`src/rtl/riscv_fetch_unit.sv`:
```
// riscv_fetch_unit: instruction fetch stage.
// Holds the PC and issues single-word reads with 1-cycle latency. Returned words
// are queued with their PC in a small circular buffer and handed to decode over
// a valid/ready handshake. A redirect flushes the buffer and drops any read in flight.
module riscv_fetch_unit #(
    parameter logic [31:0] RESET_PC  = 32'h0000_0000,
    parameter int          BUF_DEPTH = 2
) (
    input  logic        clk_i,
    input  logic        reset_i,
    input  logic        fetch_en_i,
    output logic [31:0] iaddr_o,
    output logic        ird_o,
    input  logic [31:0] irdata_i,
    input  logic        redirect_i,
    input  logic [31:0] redirect_pc_i,
    output logic        inst_valid_o,
    output logic [31:0] inst_o,
    output logic [31:0] inst_pc_o,
    input  logic        inst_ready_i
);

    localparam int PW = $clog2(BUF_DEPTH);
    localparam int CW = PW + 1;

    logic [31:0]   pc;
    logic [31:0]   resp_pc;
    logic          inflight;
    logic [31:0]   buf_inst [BUF_DEPTH];
    logic [31:0]   buf_pc   [BUF_DEPTH];
    logic [PW-1:0] wr_ptr;
    logic [PW-1:0] rd_ptr;
    logic [CW-1:0] count;

    logic [CW:0]   occupancy;
    logic [31:0]   redirect_target;
    logic          issue;
    logic          enq;
    logic          deq;

    // Credit check counts the read in flight; a same-cycle pop is not credited.
    assign occupancy       = {1'b0, count} + {{CW{1'b0}}, inflight};
    assign redirect_target = redirect_pc_i & 32'hFFFF_FFFC;
    assign issue           = reset_i & fetch_en_i & ~redirect_i
                             & (occupancy < (CW+1)'(BUF_DEPTH));
    // A redirect clears inflight, so a response can only be squashed in the
    // redirect cycle itself (ird_o is low then, so nothing is issued for t+1).
    assign enq             = inflight & ~redirect_i;
    assign deq             = inst_valid_o & inst_ready_i;

    assign iaddr_o      = reset_i ? pc : RESET_PC;
    assign ird_o        = issue;
    assign inst_valid_o = reset_i & (count != '0);
    assign inst_o       = buf_inst[rd_ptr];
    assign inst_pc_o    = buf_pc[rd_ptr];

    // PC, in-flight tracking and buffer pointers; reset beats redirect beats enq/deq.
    always_ff @(posedge clk_i) begin
        if (!reset_i) begin
            pc       <= RESET_PC;
            resp_pc  <= RESET_PC;
            inflight <= 1'b0;
            wr_ptr   <= '0;
            rd_ptr   <= '0;
            count    <= '0;
        end else if (redirect_i) begin
            pc       <= redirect_target;
            inflight <= 1'b0;
            wr_ptr   <= '0;
            rd_ptr   <= '0;
            count    <= '0;
        end else begin
            if (issue) begin
                pc      <= pc + 32'd4;
                resp_pc <= pc;
            end
            inflight <= issue;
            if (enq) wr_ptr <= wr_ptr + PW'(1);
            if (deq) rd_ptr <= rd_ptr + PW'(1);
            case ({enq, deq})
                2'b10:   count <= count + CW'(1);
                2'b01:   count <= count - CW'(1);
                default: count <= count;
            endcase
        end
    end

    // Buffer storage: data only, no reset needed.
    always_ff @(posedge clk_i) begin
        if (reset_i && enq) begin
            buf_inst[wr_ptr] <= irdata_i;
            buf_pc[wr_ptr]   <= resp_pc;
        end
    end

endmodule

```
`config.mk`:
```
export PLATFORM = sky130hd
export DESIGN_NAME = riscv_fetch_unit
export DESIGN_NICKNAME = d
export VERILOG_FILES = /design/src/rtl/riscv_fetch_unit.sv
export SDC_FILE = /design/constraint.sdc
export NUM_CORES = 1
export LEC_CHECK = 0
export CORE_ASPECT_RATIO = 2
export CORE_MARGIN = 2
export CORE_UTILIZATION = 26
export DETAILED_ROUTE_END_ITERATION = 10
export PLACE_DENSITY = 0.43
export SLEW_MARGIN = 20
export SYNTH_ARGS = -nofsm -noshare
export SYNTH_HDL_FRONTEND = slang
export SYNTH_SLANG_ARGS = --single-unit
```
`constraint.sdc`:
```
create_clock -name clk_i -period 10.8 [get_ports clk_i]
set_input_delay 1.08 -clock clk_i [delete_from_list [all_inputs] [get_ports clk_i]]
set_output_delay 1.08 -clock clk_i [all_outputs]
set_load 0.03 [all_outputs]
```
## Yosys cells after proc, flatten, opt, wreduce, memory -nomap -nowiden

Memories as Yosys holds them, arrays and structs flattened. A register that Yosys moved wholly into a read port is not among the register bits.
Index checks and enable logic that the tools add are counted.
W data, S select, Z words.

| cells by class | value |
|---|---|
| add/sub/neg operators | 6 |
| magnitude comparators | 1 |
| eq/ne operators | 2 |
| muxes and demuxes | 10 |
| bitwise logic cells | 8 |
| reductions and logical operators | 6 |

Operators with widths:

| cell | number |
|---|---|
| $mux W32 | 3 |
| $add A32 B3 Y32 const B | 1 |
| $and A1 B1 Y1 | 6 |
| $mux W1 | 6 |
| $reduce_bool A2 Y1 | 3 |
| $pmux W2 S2 | 1 |
| $add A2 B1 Y3 | 1 |
| $lt A3 B2 Y1 const B | 1 |
| $add A1 B1 Y1 const B | 2 |
| $add A2 B1 Y2 const B | 1 |
| $eq A2 B1 Y1 const B | 1 |
| $eq A2 B2 Y1 const B | 1 |
| $not A1 Y1 | 2 |
| $reduce_and A2 Y1 | 1 |
| $reduce_or A2 Y1 | 1 |
| $sub A2 B1 Y2 const B | 1 |
| $logic_and A1 B1 Y1 | 1 |

| storage, ports and cells | value |
|---|---|
| bits in registers | 69 |
| bits in writable memories | 128 |
| input bits | 69 |
| output and inout bits | 98 |
| logic and storage cells | 42 |
| memories kept | 2 |

Memory list:

| memory | depth | bits a word | rd ports | clocked after memory_dff | write ports | line | source |
|---|---|---|---|---|---|---|---|
| buf_inst | 2 | 32 | 1 | 1 | 1 | 29 | `logic [31:0] buf_inst [BUF_DEPTH];` |
| buf_pc | 2 | 32 | 1 | 1 | 1 | 30 | `logic [31:0] buf_pc [BUF_DEPTH];` |

## Depth between registers and ports, before layout

Gate-level depths: netlist of run 1.

| logic depth | value |
|---|---|
| depth in word-level cells | 5 |
| mapped depth | 8 |
| gate-level depth less buffers | 7 |

## Worst setup path before layout of run 1

OpenSTA, ideal clock, no wires.

| timing path | value |
|---|---|
| kind | in2reg |
| from | input port redirect_i |
| to | memory buf_inst[0][0] (enable) |
| setup time | 0.571 ns |
| arrival | 6.088 ns |
| required time | 10.229 ns |
| slack | 4.141 ns |
| cell stages on the path | 4 |
| buffers on the path | 1 |
| cell sequence | buf_2 clkinv_1 nand2_1 nor3b_1 |

| on the way | value |
|---|---|
| word-level cells in the longest chain between the ends | 5 |

RTL lines:

| element | line | source |
|---|---|---|
| start: declaration | 15 | `input logic redirect_i,` |
| $not A1 Y1 (no line) | - |  |
| $and A1 B1 Y1 | 48 | `assign enq = inflight & ~redirect_i;` |
| $logic_and A1 B1 Y1 | 90 | `if (reset_i && enq) begin` |
| $mux W1 | 90 |  |
| $mux W1 (implied by the code) | 91 | `buf_inst[wr_ptr] <= irdata_i;` |
| end: declaration | 29 |  |

Every way passes these cells.

## Worst setup path in the final report of run 1

| timing path | value |
|---|---|
| from | input port redirect_i |
| to | output port ird_o |

| on the way | value |
|---|---|
| word-level cells in the longest chain between the ends | 3 |

RTL lines:

| element | line | source |
|---|---|---|
| $not A1 Y1 (no line) | - |  |
| $and A1 B1 Y1 | 44 | `assign issue = reset_i & fetch_en_i & ~redirect_i` |
| $and A1 B1 Y1 | 45 | `& (occupancy < (CW+1)'(BUF_DEPTH));` |
| end: declaration | 13 | `output logic ird_o,` |

Every way passes these cells.

==> flow_summary.html, run 1 <==
<table>
<tr><th>Metric</th><th>Value</th></tr>
<tr><th colspan="2">Run status</th></tr>
<tr><td>Outcome</td><td>finished clean</td></tr>
<tr><th colspan="2">Clock network</th></tr>
<tr><td>Post-cts hold buffer count</td><td>0</td></tr>
<tr><td>Clk root buf</td><td>sky130_fd_sc_hd__clkbuf_16</td></tr>
<tr><td>Clock Tree Buf Depth</td><td>2</td></tr>
<tr><td>Number of buffers created by CTS</td><td>17</td></tr>
<tr><td>Count of H-tree levels built during CTS</td><td>4</td></tr>
<tr><td>Gates resized, CTS repair</td><td>0</td></tr>
<tr><td>Clock network latency to the later pin of the worst-skew pair</td><td>440 ps</td></tr>
<tr><td>Clock edge transition at the registers on the reported setup and hold paths</td><td>approximately 70 ps</td></tr>
<tr><td>Num Clock Sinks</td><td>190</td></tr>
<tr><td>Clock tree from TritonCTS</td><td>done</td></tr>
<tr><td>Setup fix buffers added after clock tree synthesis</td><td>0</td></tr>
<tr><th colspan="2">Critical path</th></tr>
<tr><td>Cell with the biggest individual delay on the critical path</td><td>sky130_fd_sc_hd__clkdlybuf4s50_1</td></tr>
<tr><td>Worst setup EP type</td><td>primary output</td></tr>
<tr><td>CP Data Arrival Time</td><td>3560 ps</td></tr>
<tr><td>Critical path data required time</td><td>just under 10000 ps</td></tr>
<tr><td>Critical-path maximum fanout</td><td>56</td></tr>
<tr><td>Startpoint of the lowest-slack register-to-register path</td><td>count[1]</td></tr>
<tr><td>Kind of start point of the critical path</td><td>primary input</td></tr>
<tr><td>Critical register-to-register path endpoint</td><td>pc[11]</td></tr>
<tr><td>Setup slack on the worst flop-to-flop path</td><td>8460 ps</td></tr>
<tr><td>Top Family by Delay on Critical Path</td><td>buffers and inverters</td></tr>
<tr><td>R2R cell count</td><td>8</td></tr>
<tr><td>Crit-path cells</td><td>clkdlybuf4s50_1, buf_4, and4bb_2, nand2_2, buf_4, inv_1, clkdlybuf4s50_1</td></tr>
<tr><td>Longest individual stage delay on the worst path</td><td>630 ps</td></tr>
<tr><td>Critical setup path kind</td><td>in -&gt; out</td></tr>
<tr><td>Critical path buffers and inverters</td><td>5</td></tr>
<tr><th colspan="2">Synth</th></tr>
<tr><td>Synth Cell Area</td><td>about 8000 um^2</td></tr>
<tr><td>Number of flops mapped to enable cells by yosys</td><td>~120</td></tr>
<tr><td>Proportion of synthesized area in mux cells</td><td>9.32%</td></tr>
<tr><td>Sequential fraction of the synthesis area</td><td>64.3%</td></tr>
<tr><td>Netlist cell types</td><td>55</td></tr>
<tr><td>Async set-reset flop share out of synthesis</td><td>0%</td></tr>
<tr><td>Adder-cell area share of the yosys netlist</td><td>less than 1%</td></tr>
<tr><td>Synthesis warning total</td><td>0</td></tr>
<tr><td>Compound-cell area share of the yosys netlist</td><td>~8.1%</td></tr>
<tr><td>Yosys reg bits</td><td>190</td></tr>
<tr><td>Most used flip-flop cell after synthesis</td><td>sky130_fd_sc_hd__edfxtp_1</td></tr>
<tr><td>Synth Area in Simple Gates</td><td>13.2%</td></tr>
<tr><td>Xor-xnor portion of the synthesized cell area</td><td>roughly 1.2%</td></tr>
<tr><td>Cell count after synthesis</td><td>623</td></tr>
<tr><td>Avg Cell Area, Syn</td><td>between 10 and 15 um^2</td></tr>
<tr><td>Dominant combinational cell family by area after synthesis</td><td>simple AND/OR/NAND/NOR gates</td></tr>
<tr><th colspan="2">Min path</th></tr>
<tr><td>Kind of path behind the tightest hold check</td><td>reg -&gt; reg</td></tr>
<tr><td>Hold Path Cell Cnt</td><td>0</td></tr>
<tr><td>Worst Hold Endpoint</td><td>buf_pc[1][26]</td></tr>
<tr><td>Worst min-delay path startpoint</td><td>resp_pc[26]</td></tr>
<tr><th colspan="2">STA</th></tr>
<tr><td>Max-Slew Margin vs Limit</td><td>a little over a third</td></tr>
<tr><td>Setup repair after global routing missed its margin</td><td>false</td></tr>
<tr><td>Max Fclk</td><td>between 200 and 250 MHz</td></tr>
<tr><td>Sum of negative setup slack</td><td>0 ps</td></tr>
<tr><td>Final max-slew violation count</td><td>0</td></tr>
<tr><td>Final Cycle Share</td><td>roughly 43%</td></tr>
<tr><td>Final setup violating endpoints</td><td>0</td></tr>
<tr><td>Final-report hold violation count</td><td>0</td></tr>
<tr><td>Slew @ Worst Pin</td><td>roughly 1000 ps</td></tr>
<tr><td>Clock Skew</td><td>10.7 ps</td></tr>
<tr><td>Final min period</td><td>4640 ps</td></tr>
<tr><th colspan="2">Floorplan</th></tr>
<tr><td>Starting utilization of the core area</td><td>26.2%</td></tr>
<tr><td>Num ports</td><td>~170</td></tr>
<tr><td>Core outline area</td><td>~30000 um^2</td></tr>
<tr><td>Overall die area</td><td>31700 um^2</td></tr>
<tr><td>Std cell rows</td><td>90</td></tr>
<tr><td>Die X</td><td>between 100 and 150 um</td></tr>
<tr><td>Floorplan die height</td><td>250 um</td></tr>
<tr><th colspan="2">Global routing</th></tr>
<tr><td>Number of global-route vias before repair</td><td>5352</td></tr>
<tr><td>Largest net degree at the start of global routing</td><td>63</td></tr>
<tr><td>Overall Global Routing Usage</td><td>12.7%</td></tr>
<tr><td>Total global routing overflow</td><td>0</td></tr>
<tr><td>Global-route wire length before repair</td><td>30700 um</td></tr>
<tr><td>Antenna violations before repair</td><td>0</td></tr>
<tr><th colspan="2">Final layout</th></tr>
<tr><td>Number of filler cells placed in the layout</td><td>2978</td></tr>
<tr><td>Most frequent cells in the layout</td><td>sky130_fd_sc_hd__clkdlybuf4s50_1 (160), sky130_fd_sc_hd__edfxtp_1 (124), sky130_fd_sc_hd__nand2_1 (93)</td></tr>
<tr><td>Antenna diode instance count</td><td>0</td></tr>
<tr><td>Post-route cell area</td><td>~10000 um^2</td></tr>
<tr><td>Signed area change from the synthesized netlist to the final layout</td><td>33.1%</td></tr>
<tr><td>Ratio of cells with drive above 1 in the final layout</td><td>15.2%</td></tr>
<tr><td>Number of standard cells in the final layout excluding fillers</td><td>1151</td></tr>
<tr><td>Commonest non-fill, non-tap cell in the layout</td><td>sky130_fd_sc_hd__clkdlybuf4s50_1</td></tr>
<tr><td>Final-stage net count</td><td>841</td></tr>
<tr><th colspan="2">Placed design</th></tr>
<tr><td>Number of placed instances with taps included</td><td>1119</td></tr>
<tr><td>Routability congestion estimate from global placement</td><td>roughly 0.76</td></tr>
<tr><td>Cell area after placement</td><td>9750 um^2</td></tr>
<tr><td>HPWL reported at the end of detailed placement</td><td>between 10000 and 15000 um</td></tr>
<tr><td>IO buf count</td><td>160</td></tr>
<tr><th colspan="2">Flow run</th></tr>
<tr><td>Number of max-capacitance violations reported</td><td>0</td></tr>
<tr><th colspan="2">Power and ir drop</th></tr>
<tr><td>Pwr/cell area</td><td>roughly 160 nW/um^2</td></tr>
<tr><td>IR drop worst, VDD</td><td>112 uV</td></tr>
<tr><td>Static Leakage</td><td>about 3.5 nW</td></tr>
<tr><th colspan="2">Drt</th></tr>
<tr><td>Average vias per placed instance</td><td>4.63</td></tr>
<tr><td>Final ANT Viol Nets</td><td>0</td></tr>
<tr><td>Initial DRC Count</td><td>299</td></tr>
<tr><td>Total wire length</td><td>20000 um</td></tr>
<tr><td>Wire length per cell</td><td>17.4 um</td></tr>
<tr><td>DR pass1 iterations</td><td>4</td></tr>
<tr><td>Drc violations</td><td>0</td></tr>
<tr><td>Number of vias in the routed layout</td><td>5325</td></tr>
</table>
area by class of cell:
class / instances / area [um^2] / share of cell area (%)
Clock buffer: 21 / 504 / 4.83
Clock inverter: 11 / 194 / 1.86
Inverter: 11 / 41.3 / 0.395
Multi-Input combinational cell: 384 / 2550 / 24.4
Sequential cell: 190 / 5050 / 48.3
Tap cell: 368 / 460 / 4.41
Timing Repair Buffer: 166 / 1650 / 15.8
cells in the mapped netlist, types with 3 or more instances:
| cell type | number | area [um^2] |
|---|---|---|
| sky130_fd_sc_hd__a21o_1 | 4 | 30.0 |
| sky130_fd_sc_hd__a21oi_1 | 52 | 260 |
| sky130_fd_sc_hd__a22oi_1 | 5 | 37.5 |
| sky130_fd_sc_hd__a2bb2oi_1 | 3 | 26.3 |
| sky130_fd_sc_hd__a31oi_1 | 7 | 43.8 |
| sky130_fd_sc_hd__and2_1 | 24 | 150 |
| sky130_fd_sc_hd__and3_1 | 6 | 37.5 |
| sky130_fd_sc_hd__and4_1 | 3 | 26.3 |
| sky130_fd_sc_hd__buf_2 | 3 | 15.0 |
| sky130_fd_sc_hd__buf_4 | 5 | 37.5 |
| sky130_fd_sc_hd__buf_6 | 3 | 33.8 |
| sky130_fd_sc_hd__clkbuf_1 | 26 | 97.6 |
| sky130_fd_sc_hd__clkbuf_8 | 3 | 41.3 |
| sky130_fd_sc_hd__dfxtp_1 | 66 | 1320 |
| sky130_fd_sc_hd__edfxtp_1 | 124 | 3720 |
| sky130_fd_sc_hd__inv_1 | 9 | 33.8 |
| sky130_fd_sc_hd__mux2_2 | 64 | 721 |
| sky130_fd_sc_hd__nand2_1 | 94 | 353 |
| sky130_fd_sc_hd__nand3_1 | 11 | 55.1 |
| sky130_fd_sc_hd__nand4_1 | 5 | 31.3 |
| sky130_fd_sc_hd__nor2_1 | 22 | 82.6 |
| sky130_fd_sc_hd__nor4_1 | 6 | 37.5 |
| sky130_fd_sc_hd__o211ai_1 | 3 | 22.5 |
| sky130_fd_sc_hd__o21ai_0 | 8 | 40.0 |
| sky130_fd_sc_hd__o22ai_1 | 5 | 31.3 |
| sky130_fd_sc_hd__o311ai_0 | 9 | 78.8 |
| sky130_fd_sc_hd__o31ai_1 | 3 | 22.5 |
| sky130_fd_sc_hd__or3_1 | 4 | 25.0 |
| sky130_fd_sc_hd__or4_1 | 4 | 30.0 |
| sky130_fd_sc_hd__xnor2_1 | 10 | 87.6 |
sequential cells by signal, indices dropped and copies added, names as in the netlist, named ones only:
register  count
buf_inst     64
buf_pc       60
count         2
inflight      1
pc           30
rd_ptr        1
resp_pc      30
wr_ptr        1
per-stage QoR:
step | setup WS (ps) | utilization [%] | total power, mW | hold WS, ps
CTS | 6130 | 34.9 | 1.66 | 459
detailed placement | 6140 | 32.5 | 0.915 | 441
global placement | 6120 | 32.5 | 0.914 | 433
floorplan | 4140 | - | 0.862 | 425
global route | 6030 | 34.9 | 1.69 | 469
finish | 6160 | 34.9 | 1.63 | 457
report_power, final:
| group | switching, mW | total, mW | internal (mW) |
|---|---|---|---|
| clock network | 0.278 | 0.731 | 0.453 |
| logic | 0.0528 | 0.101 | 0.0479 |
| registers | 0.0161 | 0.797 | 0.781 |
| total | 0.347 | 1.63 | 1.28 |
routing by layer:
layer	track usage, %	routed length, um
met1	16.3	9050
met2	20.6	9610
met3	3.37	994
met4	4.40	316
met5	0	0
worst max path at each step:
stage,from,to,slack (ps),depth (start not counted)
2_1_floorplan,redirect_i,buf_inst[0][0],4140,4
6_report,redirect_i,ird_o,6160,7
3_5_place_dp,redirect_i,ird_o,6140,7
4_1_cts,redirect_i,ird_o,6130,7
3_3_place_gp,redirect_i,ird_o,6120,7
5_1_grt,redirect_i,ird_o,6030,7
cells by family after synthesis:
group | Yosys count
AND/OR/NAND/NOR | 198
flip-flops | 190
AO/OA/AOI/OAI | 104
multiplexers | 65
buffers and inverters | 52
XOR/XNOR | 11
adder cells (fa/ha/maj) | 2
other | 1
Note: power is estimated with default switching activity, not from simulation.
==> run 2, diff against run 1 <==
==> constraint.sdc (replaced) <==
create_clock -name clk_i -period 4.5 [get_ports clk_i]
set_input_delay 0.45 -clock clk_i [delete_from_list [all_inputs] [get_ports clk_i]]
set_output_delay 0.45 -clock clk_i [all_outputs]
set_load 0.03 [all_outputs]
==> run 2 against run 1 <==
First-iteration DRC count is 28% higher. Die area stayed put. Core utilization is 0.36 points lower.
==> flow_summary.html, run 2 (synthesis results as in run 1) <==
<table>
<tr><th>Metric</th><th>Value</th></tr>
<tr><th colspan="2">Drt</th></tr>
<tr><td>Initial DRC Count</td><td>384 (was 299)</td></tr>
<tr><td>DR pass1 iterations</td><td>5 (was 4)</td></tr>
<tr><td>Final ANT Viol Nets</td><td>0 (unchanged)</td></tr>
<tr><td>Average vias per placed instance</td><td>4.66 (was 4.63)</td></tr>
<tr><td>Total wire length</td><td>20100 um (was 20000 um)</td></tr>
<tr><td>Wire length per cell</td><td>17.4 um (about the same)</td></tr>
<tr><td>Number of vias in the routed layout</td><td>5385 (was 5325)</td></tr>
<tr><td>Drc violations</td><td>0 (unchanged)</td></tr>
<tr><th colspan="2">Global routing</th></tr>
<tr><td>Number of global-route vias before repair</td><td>5561 (was 5352)</td></tr>
<tr><td>Global-route wire length before repair</td><td>31400 um (was 30700 um)</td></tr>
<tr><td>Antenna violations before repair</td><td>0 (unchanged)</td></tr>
<tr><td>Largest net degree at the start of global routing</td><td>63 (unchanged)</td></tr>
<tr><td>Total global routing overflow</td><td>0 (unchanged)</td></tr>
<tr><td>Overall Global Routing Usage</td><td>12.8% (was 12.7%)</td></tr>
<tr><th colspan="2">Clock network</th></tr>
<tr><td>Number of buffers created by CTS</td><td>17 (unchanged)</td></tr>
<tr><td>Gates resized, CTS repair</td><td>0 (unchanged)</td></tr>
<tr><td>Count of H-tree levels built during CTS</td><td>4 (unchanged)</td></tr>
<tr><td>Clock network latency to the later pin of the worst-skew pair</td><td>440 ps (about the same)</td></tr>
<tr><td>Post-cts hold buffer count</td><td>0 (unchanged)</td></tr>
<tr><td>Num Clock Sinks</td><td>190 (unchanged)</td></tr>
<tr><td>Clock tree from TritonCTS</td><td>done (unchanged)</td></tr>
<tr><td>Clock Tree Buf Depth</td><td>2 (unchanged)</td></tr>
<tr><td>Clk root buf</td><td>sky130_fd_sc_hd__clkbuf_16 (unchanged)</td></tr>
<tr><td>Clock edge transition at the registers on the reported setup and hold paths</td><td>70 ps (about the same)</td></tr>
<tr><td>Setup fix buffers added after clock tree synthesis</td><td>0 (unchanged)</td></tr>
<tr><th colspan="2">Floorplan</th></tr>
<tr><td>Std cell rows</td><td>90 (unchanged)</td></tr>
<tr><td>Overall die area</td><td>31700 um^2 (unchanged)</td></tr>
<tr><td>Die X</td><td>127 um (unchanged)</td></tr>
<tr><td>Num ports</td><td>167 (unchanged)</td></tr>
<tr><td>Floorplan die height</td><td>250 um (unchanged)</td></tr>
<tr><td>Starting utilization of the core area</td><td>26.2% (unchanged)</td></tr>
<tr><td>Core outline area</td><td>30000 um^2 (unchanged)</td></tr>
<tr><th colspan="2">Critical path</th></tr>
<tr><td>Critical setup path kind</td><td>in -&gt; out (unchanged)</td></tr>
<tr><td>Kind of start point of the critical path</td><td>primary input (unchanged)</td></tr>
<tr><td>Most used cell along the critical path</td><td>sky130_fd_sc_hd__buf_4</td></tr>
<tr><td>Cell with the biggest individual delay on the critical path</td><td>sky130_fd_sc_hd__clkdlybuf4s50_1 (unchanged)</td></tr>
<tr><td>Crit-path cells</td><td>clkdlybuf4s50_1, buf_4, and4bb_2, nand2_2, inv_1, buf_4, buf_4 (was clkdlybuf4s50_1, buf_4, and4bb_2, nand2_2, buf_4, inv_1, clkdlybuf4s50_1)</td></tr>
<tr><td>Longest individual stage delay on the worst path</td><td>900 ps (was 630 ps)</td></tr>
<tr><td>Worst setup EP type</td><td>primary output (unchanged)</td></tr>
<tr><td>Critical-path maximum fanout</td><td>20 (was 56)</td></tr>
<tr><td>CP Data Arrival Time</td><td>2810 ps (was 3560 ps)</td></tr>
<tr><td>Setup slack on the worst flop-to-flop path</td><td>2220 ps (was 8460 ps)</td></tr>
<tr><td>Critical path data required time</td><td>4050 ps (was 9720 ps)</td></tr>
<tr><th colspan="2">Final layout</th></tr>
<tr><td>Final cell utilization of the core</td><td>34.5% (was 34.9%)</td></tr>
<tr><td>Final-stage net count</td><td>845 (was 841)</td></tr>
<tr><td>Largest registers</td><td>buf_inst x64, buf_pc x60 (unchanged)</td></tr>
<tr><td>Antenna diode instance count</td><td>0 (unchanged)</td></tr>
<tr><td>Ratio of cells with drive above 1 in the final layout</td><td>15.6% (was 15.2%)</td></tr>
<tr><td>Commonest non-fill, non-tap cell in the layout</td><td>sky130_fd_sc_hd__clkdlybuf4s50_1 (unchanged)</td></tr>
<tr><td>Number of flip-flops under the largest register name</td><td>64 (unchanged)</td></tr>
<tr><td>Signed area change from the synthesized netlist to the final layout</td><td>31.8% (was 33.1%)</td></tr>
<tr><td>Register with the most flip-flops</td><td>buf_inst (unchanged)</td></tr>
<tr><td>Most frequent cells in the layout</td><td>sky130_fd_sc_hd__clkdlybuf4s50_1 (159), sky130_fd_sc_hd__edfxtp_1 (124), sky130_fd_sc_hd__nand2_1 (93) (was sky130_fd_sc_hd__clkdlybuf4s50_1 (160), sky130_fd_sc_hd__edfxtp_1 (124), sky130_fd_sc_hd__nand2_1 (93))</td></tr>
<tr><td>Number of standard cells in the final layout excluding fillers</td><td>1155 (was 1151)</td></tr>
<tr><th colspan="2">Placed design</th></tr>
<tr><td>HPWL reported at the end of detailed placement</td><td>13200 um (was 12500 um)</td></tr>
<tr><td>Setup Slack @ Placement</td><td>1190 ps (was 6140 ps)</td></tr>
<tr><td>Number of placed instances with taps included</td><td>1123 (was 1119)</td></tr>
<tr><td>Routability congestion estimate from global placement</td><td>0.802 (was 0.763)</td></tr>
<tr><td>IO buf count</td><td>160 (unchanged)</td></tr>
<tr><th colspan="2">STA</th></tr>
<tr><td>Sum of negative setup slack</td><td>0 ps (unchanged)</td></tr>
<tr><td>Final Worst Setup Slack</td><td>1240 ps (was 6160 ps)</td></tr>
<tr><td>Setup repair after global routing missed its margin</td><td>false (unchanged)</td></tr>
<tr><td>Final Cycle Share</td><td>72.3%</td></tr>
<tr><td>Max Fclk</td><td>307 MHz</td></tr>
<tr><td>Final setup violating endpoints</td><td>0 (unchanged)</td></tr>
<tr><td>Final Hold Slack</td><td>450 ps (was 457 ps)</td></tr>
<tr><td>Max-Slew Margin vs Limit</td><td>36.0% (was 35.0%)</td></tr>
<tr><td>Slew @ Worst Pin</td><td>959 ps (was 976 ps)</td></tr>
<tr><td>Final max-slew violation count</td><td>0 (unchanged)</td></tr>
<tr><td>Final min period</td><td>3260 ps</td></tr>
<tr><td>Clock Skew</td><td>11.4 ps (was 10.7 ps)</td></tr>
<tr><td>Final-report hold violation count</td><td>0 (unchanged)</td></tr>
<tr><th colspan="2">Min path</th></tr>
<tr><td>Kind of path behind the tightest hold check</td><td>reg -&gt; reg (unchanged)</td></tr>
<tr><th colspan="2">Power and ir drop</th></tr>
<tr><td>IR drop worst, VDD</td><td>274 uV (was 112 uV)</td></tr>
<tr><td>Static Leakage</td><td>3.42 nW (was 3.46 nW)</td></tr>
<tr><td>Pwr/cell area</td><td>347 nW/um^2 (was 156 nW/um^2)</td></tr>
<tr><th colspan="2">Run status</th></tr>
<tr><td>Outcome</td><td>finished clean (unchanged)</td></tr>
<tr><th colspan="2">Flow run</th></tr>
<tr><td>Number of max-capacitance violations reported</td><td>0 (unchanged)</td></tr>
</table>
==> run 2: metrics by stage <==
stage	instance area (um^2)	power, mW
3_5_place_dp	9780	2.20
6_report	10300	3.58
4_1_cts	10300	3.65
3_3_place_gp	9780	2.20
5_1_grt	10300	3.73
2_1_floorplan	7860	2.07
==> run 2: final cells by class <==
class	instances	area, um^2
fill	2945	19600
sequential	190	5050
multi-input combinational	384	2550
timing repair buffer	170	1670
clock buffer	23	499
tap	368	460
clock inverter	9	57.6
inverter	11	41.3
==> run 2: critical path, delay by kind of cell <==
| family | cells | cell delay [ps] |
|---|---|---|
| simple gates | 2 | 580 |
| buf+inv | 5 | 1770 |
==> run 2: final timing paths <==
path	to	from	cells past startpoint
worst max-delay path	ird_o	reset_i	7
worst max register to register	pc[18]	pc[3]	6
worst min register to register	buf_pc[0][19]	resp_pc[19]	0
worst min-delay path	buf_pc[0][19]	resp_pc[19]	0
==> run 2: where the power goes <==
group          internal (mW)  total, mW  switching [mW]
Sequential              1.88       1.91          0.0383
Combinational          0.117      0.245           0.128
Clock                  0.782       1.43           0.644
Total                   2.77       3.58           0.810
==> run 2: per-layer routing <==
metal / track usage (%) / share of wire, % / up-vias
met5: 0 / 0 / -
met4: 4.33 / 1.8 / 0
met3: 3.58 / 6.1 / 21
met2: 20.4 / 47 / 200
met1: 16.6 / 45 / 2588
li1: - / - / 2576
